[config.mk]
export PLATFORM = sky130hd
export DESIGN_NAME = kvs_resp_tx
export DESIGN_NICKNAME = d
export VERILOG_FILES = /design/src/rtl/kvs_resp_tx.sv
export SDC_FILE = /design/constraint.sdc
export NUM_CORES = 1
export LEC_CHECK = 0
export ABC_AREA = 1
export CELL_PAD_IN_SITES_DETAIL_PLACEMENT = 0
export CELL_PAD_IN_SITES_GLOBAL_PLACEMENT = 1
export CORE_MARGIN = 2
export CORE_UTILIZATION = 41
export DETAILED_ROUTE_END_ITERATION = 12
export PLACE_DENSITY_LB_ADDON = 0.1
export SLEW_MARGIN = 20
export SYNTH_ARGS = -nofsm -noshare
export SYNTH_HDL_FRONTEND = slang
export SYNTH_SLANG_ARGS = --single-unit
[constraint.sdc]
create_clock -name gtx_clk -period 8.3 [get_ports gtx_clk]
set_input_delay 1.66 -clock gtx_clk [delete_from_list [all_inputs] [get_ports gtx_clk]]
set_output_delay 1.66 -clock gtx_clk [all_outputs]
set_load 0.005 [all_outputs]
[src/rtl/kvs_resp_tx.sv]
// Memcache binary-protocol response transmitter: streams one Ethernet/IPv4/UDP
// response frame per accepted descriptor onto GMII, value bytes fetched from RAM.
module kvs_resp_tx #(
  parameter logic [47:0] SRC_MAC     = 48'h00301ba0a48e,
  parameter logic [31:0] SRC_IP      = 32'h0a00150a,
  parameter logic [15:0] LISTEN_PORT = 16'd11211,
  parameter logic [10:0] VAL_MAX     = 11'd1024,
  parameter int unsigned IFG         = 12
) (
  input  logic        gtx_clk,
  input  logic        sys_rst_n,
  input  logic        req_valid,
  output logic        req_ready,
  input  logic [7:0]  req_opcode,
  input  logic [15:0] req_status,
  input  logic [31:0] req_opaque,
  input  logic [31:0] req_flags,
  input  logic [10:0] req_val_len,
  input  logic [16:0] req_val_base,
  input  logic [47:0] req_dst_mac,
  input  logic [31:0] req_dst_ip,
  input  logic [15:0] req_dst_port,
  output logic [16:0] mem_address,
  input  logic [7:0]  mem_q,
  output logic        tx_en,
  output logic [7:0]  txd,
  output logic        tx_done
);

  typedef enum logic [2:0] {S_IDLE, S_PRE, S_HDR, S_EXT, S_VAL, S_FCS, S_GAP} state_e;

  localparam logic [10:0] GAP_LAST = 11'(IFG - 1);

  state_e        state_q, state_d;
  logic [10:0]   cnt_q, cnt_d;
  logic          ready_q, tx_en_q, tx_done_q;
  logic [7:0]    txd_q, byte_d;
  logic [16:0]   addr_q;
  logic [31:0]   crc_q;
  logic [15:0]   csum_q;
  logic [7:0]    op_q;
  logic [15:0]   status_q, port_q;
  logic [31:0]   opaque_q, flags_q, ip_q;
  logic [10:0]   n_q;
  logic [16:0]   base_q;
  logic [47:0]   mac_q;
  logic          hit_q;

  logic          accept_s;
  logic [7:0]    txd_s;
  logic [15:0]   body_s, ip_total_s, udp_len_s;
  logic [527:0]  hdr_s;
  logic [9:0]    hdr_idx_s;
  logic [31:0]   crc_next_s, fcs_inv_s;

  function automatic logic [31:0] crc32_byte(input logic [31:0] crc, input logic [7:0] data);
    logic [31:0] c;
    c = crc ^ {24'h000000, data};
    for (int i = 0; i < 8; i++) begin
      c = c[0] ? ((c >> 1) ^ 32'hedb88320) : (c >> 1);
    end
    return c;
  endfunction

  function automatic logic [15:0] ip_csum(input logic [15:0] total, input logic [31:0] dst);
    logic [19:0] s;
    s = 20'h04500 + {4'h0, total} + 20'h04000 + 20'h04011
      + {4'h0, SRC_IP[31:16]} + {4'h0, SRC_IP[15:0]}
      + {4'h0, dst[31:16]} + {4'h0, dst[15:0]};
    s = {4'h0, s[15:0]} + {16'h0000, s[19:16]};
    s = {4'h0, s[15:0]} + {16'h0000, s[19:16]};
    return ~s[15:0];
  endfunction

  assign accept_s   = req_valid && ready_q && (state_q == S_IDLE);
  assign txd_s      = (state_q == S_VAL) ? mem_q : txd_q;
  assign body_s     = hit_q ? (16'd4 + {5'd0, n_q}) : 16'd0;
  assign ip_total_s = 16'd52 + body_s;
  assign udp_len_s  = 16'd32 + body_s;
  assign crc_next_s = crc32_byte(crc_q, txd_s);
  // The first FCS byte must already include the last payload byte.
  assign fcs_inv_s  = ~((state_q == S_FCS) ? crc_q : crc_next_s);
  assign hdr_s = {mac_q, SRC_MAC, 16'h0800,
                  16'h4500, ip_total_s, 16'h0000, 16'h4000, 8'h40, 8'h11, csum_q, SRC_IP, ip_q,
                  LISTEN_PORT, port_q, udp_len_s, 16'h0000,
                  8'h81, op_q, 16'h0000, (hit_q ? 8'h04 : 8'h00), 8'h00, status_q,
                  {16'h0000, body_s}, opaque_q, 64'h0};
  assign hdr_idx_s = 10'd520 - {cnt_d[6:0], 3'b000};

  // Next frame position: state_q/cnt_q describe the byte currently on txd.
  always_comb begin
    state_d = state_q;
    cnt_d   = cnt_q;
    case (state_q)
      S_IDLE: if (accept_s) begin state_d = S_PRE; cnt_d = 11'd0; end
              else begin state_d = S_IDLE; cnt_d = 11'd0; end
      S_PRE:  if (cnt_q == 11'd7) begin state_d = S_HDR; cnt_d = 11'd0; end
              else begin cnt_d = cnt_q + 11'd1; end
      S_HDR:  if (cnt_q == 11'd65) begin state_d = hit_q ? S_EXT : S_FCS; cnt_d = 11'd0; end
              else begin cnt_d = cnt_q + 11'd1; end
      S_EXT:  if (cnt_q == 11'd3) begin state_d = (n_q != 11'd0) ? S_VAL : S_FCS; cnt_d = 11'd0; end
              else begin cnt_d = cnt_q + 11'd1; end
      S_VAL:  if (cnt_q == n_q - 11'd1) begin state_d = S_FCS; cnt_d = 11'd0; end
              else begin cnt_d = cnt_q + 11'd1; end
      S_FCS:  if (cnt_q == 11'd3) begin state_d = S_GAP; cnt_d = 11'd0; end
              else begin cnt_d = cnt_q + 11'd1; end
      S_GAP:  if (cnt_q == GAP_LAST) begin state_d = S_IDLE; cnt_d = 11'd0; end
              else begin cnt_d = cnt_q + 11'd1; end
      default: begin state_d = S_IDLE; cnt_d = 11'd0; end
    endcase
  end

  // Byte to present on txd in the next cycle.
  always_comb begin
    byte_d = 8'h00;
    case (state_d)
      S_PRE: byte_d = (cnt_d == 11'd7) ? 8'hd5 : 8'h55;
      S_HDR: byte_d = hdr_s[hdr_idx_s +: 8];
      S_EXT: case (cnt_d[1:0])
               2'd0:    byte_d = flags_q[31:24];
               2'd1:    byte_d = flags_q[23:16];
               2'd2:    byte_d = flags_q[15:8];
               default: byte_d = flags_q[7:0];
             endcase
      S_FCS: case (cnt_d[1:0])
               2'd0:    byte_d = fcs_inv_s[7:0];
               2'd1:    byte_d = fcs_inv_s[15:8];
               2'd2:    byte_d = fcs_inv_s[23:16];
               default: byte_d = fcs_inv_s[31:24];
             endcase
      default: byte_d = 8'h00;
    endcase
  end

  // FSM state, handshake and GMII output registers.
  always_ff @(posedge gtx_clk or negedge sys_rst_n) begin
    if (!sys_rst_n) begin
      state_q   <= S_IDLE;
      cnt_q     <= 11'd0;
      ready_q   <= 1'b0;
      tx_en_q   <= 1'b0;
      txd_q     <= 8'h00;
      tx_done_q <= 1'b0;
    end else begin
      state_q   <= state_d;
      cnt_q     <= cnt_d;
      ready_q   <= (state_d == S_IDLE);
      tx_en_q   <= (state_d inside {S_PRE, S_HDR, S_EXT, S_VAL, S_FCS});
      txd_q     <= byte_d;
      tx_done_q <= (state_q == S_FCS) && (cnt_q == 11'd3);
    end
  end

  // Descriptor capture on accept.
  always_ff @(posedge gtx_clk or negedge sys_rst_n) begin
    if (!sys_rst_n) begin
      op_q <= 8'h00; status_q <= 16'h0000; opaque_q <= 32'h0; flags_q <= 32'h0;
      n_q <= 11'd0; base_q <= 17'd0; mac_q <= 48'h0; ip_q <= 32'h0; port_q <= 16'h0000;
      hit_q <= 1'b0;
    end else if (accept_s) begin
      op_q     <= req_opcode;
      status_q <= req_status;
      opaque_q <= req_opaque;
      flags_q  <= req_flags;
      n_q      <= (req_val_len > VAL_MAX) ? VAL_MAX : req_val_len;
      base_q   <= req_val_base;
      mac_q    <= req_dst_mac;
      ip_q     <= req_dst_ip;
      port_q   <= req_dst_port;
      hit_q    <= (req_opcode == 8'h00) && (req_status == 16'h0000);
    end else begin
      hit_q    <= hit_q;
    end
  end

  // Running FCS, IP header checksum and value RAM read pointer.
  always_ff @(posedge gtx_clk or negedge sys_rst_n) begin
    if (!sys_rst_n) begin
      crc_q  <= 32'hffffffff;
      csum_q <= 16'h0000;
      addr_q <= 17'd0;
    end else begin
      if (accept_s) begin
        crc_q <= 32'hffffffff;
      end else if (state_q inside {S_HDR, S_EXT, S_VAL}) begin
        crc_q <= crc_next_s;
      end else begin
        crc_q <= crc_q;
      end
      if (state_q == S_PRE) begin
        csum_q <= ip_csum(ip_total_s, ip_q);
      end else begin
        csum_q <= csum_q;
      end
      // Address runs one cycle ahead so the RAM output meets the VAL byte slot.
      if ((state_d == S_EXT) && (cnt_d == 11'd3)) begin
        addr_q <= base_q;
      end else if (state_d == S_VAL) begin
        addr_q <= addr_q + 17'd1;
      end else begin
        addr_q <= addr_q;
      end
    end
  end

  assign req_ready   = ready_q;
  assign tx_en       = tx_en_q;
  assign txd         = txd_s;
  assign tx_done     = tx_done_q;
  assign mem_address = addr_q;

endmodule
==> flow_summary.yaml <==
die:
  start_util: 0.417
  fp.dieH_um: 222
  dieArea_um2: 49400
  core_area_um2: 46800
  io_pins: 251
  die_x_um: 222
  rows: 79
power:
  seq_power_share: 0.325
  p_sw_w: 0.00173
  ir_drop_mv: 0.155
  p_per_area_nw_per_um2: 219
  comb_power_share: 0.316
  pwr-share-clk: 0.359
  finalPower_w: 0.00529
  p_leak_nw: 12.2
  p_sw_frac: 0.326
  power.internal_w: 0.00356
cts:
  cts_tree: "yes"
  clock_sinks: 303
  max-clock-path-buffers: 3
  cts-htree-levels: 2
  cts.clk_slew.worst_paths_ns: 0.06
  clk_latency_ns: 0.57
  numCtsBuffers: 38
  cts_root_buf: "clkbuf_16"
setup_path:
  crit_fanout: 5
  cp_slowest_stage_delay_ns: 0.49
  path_buf_inv: 8
  worstPathArrival_ns: 8.15
  crit_family: "simple AND/OR/NAND/NOR gates"
  crit_top_cell: "nand2_1"
  path_class: "reg -> reg"
  cp.required_ns: 8.80
  startpoint_type: "flip-flop"
  crit_path_end_kind: "flip-flop"
  crit_slowest_cell: "fa_1"
yosys:
  ys_async_sr_fraction: 1.00
  synth_fp_nets: 3023
  synth_edf_count: 0
  ys_ff_latch: 303
  synth.distinct_cells: 62
  synth_ff_type: "dfrtp_1"
  synth_area_um2: 19500
  syn_avg_cell_area_um2: 7.15
  ys.warnings.count: 0
  yosysSeqAreaShare: 0.391
  synthCells: 2730
timing:
  fin_tns_setup_ns: 0
  min_period_ns: 7.65
  slew_headroom: 0.202
  setup_violations: 0
  hold_violations: 0
  layout_worst_path_cycle_share: 0.922
  fmaxAchievable_mhz: 131
  clock-skew-final_ns: 0.0208
  maxSlewViolCount: 0
  tightest_slew_ns: 1.19
drt:
  drtIter0Drc: 1638
  routed_via_density: 5.21
  wl_per_cell_um: 19.8
  firstDrtPassIters: 6
  drcViolationCount: 0
  wirelength_mm: 71.0
  via_count: 18700
  ant_nets: 0
placement:
  place_congestion: 0.918
  hpwl_mm: 53.1
  dp.cells: 3506
  port_buffers: 250
  dpl_cell_area_um2: 22500
global_routing:
  grt_pass1_wl_mm: 109
  grt_overflow: 0
  grt_usage: 0.286
  antenna_found_initial: 0
  grt_max_degree: 163
  grt_pass1_vias: 18400
run_status:
  outcome: "finished, final reports clean"
worst_hold_path:
  hp-class: "reg -> reg"
layout:
  nets: 3245
  layout.cells.non_filler: 3589
  areaGrowthSynthToFinish_pct: 23.8
  finish.utilization: 0.517
  diodes: 0
  design_area_um2: 24200
  drive_gt1_frac: 0.0842
run:
  maxCapViolations: 0
cell usage in the layout (no fill, tap or decap), types with 10 or more instances in the layout:
cell,instances
nor4_1,10
nor2_2,12
inv_2,24
a21oi_1,84
o21ai_0,168
dfrtp_1,268
xnor2_1,22
a22oi_1,12
xor2_1,86
o211ai_1,21
nand2_1,988
nand4_1,32
ha_1,52
o21ai_1,17
inv_1,272
a31oi_1,26
clkbuf_16,39
dfstp_2,32
fa_1,13
nand3_1,148
nor2_1,205
nand2_2,15
buf_4,39
nor3_1,14
clkdlybuf4s50_1,249
per-stage QoR:
stage,hold WS (ns),setup slack [ns]
2_1_floorplan,0.440,1.06
3_3_place_gp,0.456,0.135
3_5_place_dp,0.460,-0.0373
4_1_cts,0.476,0.0329
5_1_grt,0.491,-0.0960
6_report,0.474,0.651
timing repair:
item	in CTS	in global routing
hold buffers	0	0
setup endpoints to repair	2	10
pin swaps	0	14
setup buffers	0	13
resized for setup	2	41
power groups by stage:
stage	clock network, W	registers [W]	logic (W)
finish	0.00190	0.00172	0.00167
global route	0.00199	0.00173	0.00186
CTS	0.00193	0.00172	0.00167
detailed placement	0	0.00175	0.00166
global placement	0	0.00174	0.00163
floorplan	0	0.00173	0.00124
worst reg2reg max path: cells and delay by family (launching register included):
kind | cells | cell delay, ns
simple gates | 32 | 3.13
fa+ha+maj | 7 | 1.93
compound gates | 6 | 1.02
buf+inv | 8 | 0.75
flops | 1 | 0.43
xor+xnor | 2 | 0.33
state kept, by name, summed over array words and instances, names as in the netlist, 11 cells and up:
| name | flops |
|---|---|
| base_q | 17 |
| flags_q | 32 |
| mac_q | 48 |
| crc_q | 32 |
| mem_address | 17 |
| port_q | 16 |
| csum_q | 16 |
| opaque_q | 32 |
| cnt_q | 11 |
| status_q | 16 |
| n_q | 11 |
| ip_q | 32 |
final timing paths:
kind                           start           end  slack [ns]  cells past startpoint
min in group asynchronous  sys_rst_n  opaque_q[20]        1.07                      1
max in group asynchronous  sys_rst_n   status_q[1]        5.87                      2
max                           n_q[2]    csum_q[15]        0.65                     55
min                        base_q[7]     base_q[7]        0.47                      2
max reg2reg                   n_q[2]    csum_q[15]        0.65                     55
min reg2reg                base_q[7]     base_q[7]        0.47                      2
per-layer routing:
metal	up-vias	GRT usage	share of wire	wire length, µm
met5	-	0	0	0
met3	114	0.0437	0.057	4020
met2	553	0.457	0.45	32300
li1	9090	-	-	-
met1	8953	0.397	0.46	32500
met4	0	0.0915	0.031	2190
cell type report:
cell class                 count  area, µm²
fill                        4696      22600
multi-input combinational   2016      10400
clock buffer                  49       1070
sequential                   303       7630
tap                          607        759
clock inverter                21        370
inverter                     303       1150
timing repair buffer         290       2820
cell families (layout without fill, tap and decap cells):
logic type	Yosys count	in the layout	share of synthesized area
buf+inv	411	663	0.0843
xor+xnor	124	124	0.0642
other cells	1	1	0.000192
compound gates	354	354	0.101
simple gates	1467	1467	0.309
fa+ha+maj	70	70	0.0503
flops	303	303	0.391
synthesized netlist by cell type (2+ instances only):
master	n	area [µm²]
nand3_1	153	766
buf_2	18	90.1
nor3_2	3	30.0
buf_4	9	67.6
xor2_4	4	110
inv_2	23	86.3
xnor2_1	22	193
xor2_1	88	771
or2_2	7	43.8
o21ai_0	174	871
xnor2_2	3	48.8
o31ai_1	2	15.0
dfrtp_1	271	6780
a22oi_1	12	90.1
nand2_2	11	68.8
inv_1	275	1030
o22ai_1	5	31.3
nor3_1	14	70.1
nand4_1	32	200
nand3b_1	9	67.6
fa_1	14	280
clkinv_1	5	18.8
nor4_1	11	68.8
clkbuf_1	73	274
o21bai_1	4	30.0
nand2_1	992	3720
dfstp_2	32	841
ha_1	56	701
nand2_4	6	67.6
o22a_1	2	17.5
nand3_2	2	20.0
a21oi_1	85	425
nor2_2	5	31.3
o21ai_1	12	60.1
buf_6	6	67.6
o211ai_1	21	158
buf_1	2	7.51
xor2_2	5	81.3
a31oi_1	26	163
nor2_1	214	803
Power figures use the tool's default switching activity.
==> RTL edit (same flow settings) <==
Register the output `txd`, with the module's reset; this adds one clock of latency there. The other outputs are not delayed to match. Comments in the files are not updated.
--- a/src/rtl/kvs_resp_tx.sv
+++ b/src/rtl/kvs_resp_tx.sv
@@ -205,7 +205,13 @@
 
   assign req_ready   = ready_q;
   assign tx_en       = tx_en_q;
-  assign txd         = txd_s;
+  always_ff @(posedge gtx_clk or negedge sys_rst_n) begin
+    if (!sys_rst_n) begin
+      txd <= '0;
+    end else begin
+      txd <= txd_s;
+    end
+  end
   assign tx_done     = tx_done_q;
   assign mem_address = addr_q;
 
Function: changed (a bounded check fails within 4 cycles, from zero or initial values and one cycle with sys_rst_n low).
==> RTL edit against the original RTL <==
First-iteration DRC count fell by 10%; sequential share of layout area down 0.45 points; combinational power rose by 5%; critical path depth up 3; sequential power grew 3%; worst setup slack got worse by 0.25 ns; largest power group is now sequential cells; area after synthesis increased by 2.8%; highest routed layer is now met5; global-route usage up 0.34 points; routed wire length up 2.9%; total power fell by 0.79%; utilization hardly changed; sequential cell count is 8 higher; design area is 4.0% higher.
==> RTL edit: results (changes against the original RTL) <==
gp_routability_congestion: 0.920  # +0.25%
pg_clk_mw: 1.73  # -9%
ys_seq_area_share_pct: 39.0  # -0.069 points
drt_iter0_markers: 1470  # -10%
grt_start_max_net_pins: 107  # -34%
drive_above_1_share_pct: 10.7  # +2.3 points
grt_pass1_wl_um: 112000  # +2.7%
min_period_over_period_pct: 95.1  # +3.0 points
fillerInstances: 4916  # +4.7%
leakagePower_nw: 12.5  # +3.2%
worst_pin_slew_ns: 1.09  # -0.0944 ns
dp_slack_ns: -0.346  # -0.308 ns
layout.nets: 3349  # +3.2%
globalRouteMet2Util_pct: 43.3  # -2.4 points
syn-num-nets: 3096  # +2.4%
avgSynthCellArea_um2: 7.16  # +0.13%
intPower_mw: 3.44  # -3.5%
dpl.cell_count: 3625  # +3.4%
vias_per_cell: 5.18  # -0.71%
instances_no_fill: 3708  # +3.3%
clock_skew_ns: 0.0183  # -0.00247 ns
met3_length_um: 5020  # +25%
synth_xor_area_share_pct: 6.02  # -0.40 points
status: "finished clean"
powerComb_mw: 1.75  # +5%
place_area_um2: 23300  # +3.8%
r2r_slack_ns: 0.40  # -0.25 ns
peakVddDrop_mv: 0.140  # -10%
dr.max_layer_used: "met5"
met2WireLength_um: 31700  # -1.9%
worstPathMaxFanout: 4  # -1
grt_usage_pct: 28.9  # +0.34 points
gr-usage-met1_pct: 41.4  # +1.7 points
antenna_found_initial: 5  # +5
hold_ws_ns: 0.470  # -0.00383 ns
RTL edit: area by class of cell:
| cell class | instances | area, µm² | share of cell area (%) |
|---|---|---|---|
| diodes | 1 | 2.50 | 0.00995 |
| multi-input cells | 2044 | 10900 | 43.3 |
| clock inverters | 11 | 178 | 0.707 |
| well taps | 622 | 778 | 3.10 |
| clock buffers | 58 | 1110 | 4.40 |
| flip-flops and latches | 311 | 7820 | 31.1 |
| inverters | 331 | 1260 | 5.00 |
| repair buffers | 330 | 3120 | 12.4 |
RTL edit: path summary, 6_finish.rpt:
check / from / endpoint / depth (start not counted)
max reg2reg: n_q[3] / csum_q[15] / 58
max in group asynchronous: sys_rst_n / status_q[10] / 2
max: n_q[3] / csum_q[15] / 58
min in group asynchronous: sys_rst_n / csum_q[14] / 1
min: status_q[1] / status_q[1] / 2
min reg2reg: status_q[1] / status_q[1] / 2
RTL edit: timing repair:
action,4_1_cts,5_1_grt
pin swaps,3,43
resized for setup,15,86
setup buffers,1,13
setup endpoints to repair,5,10
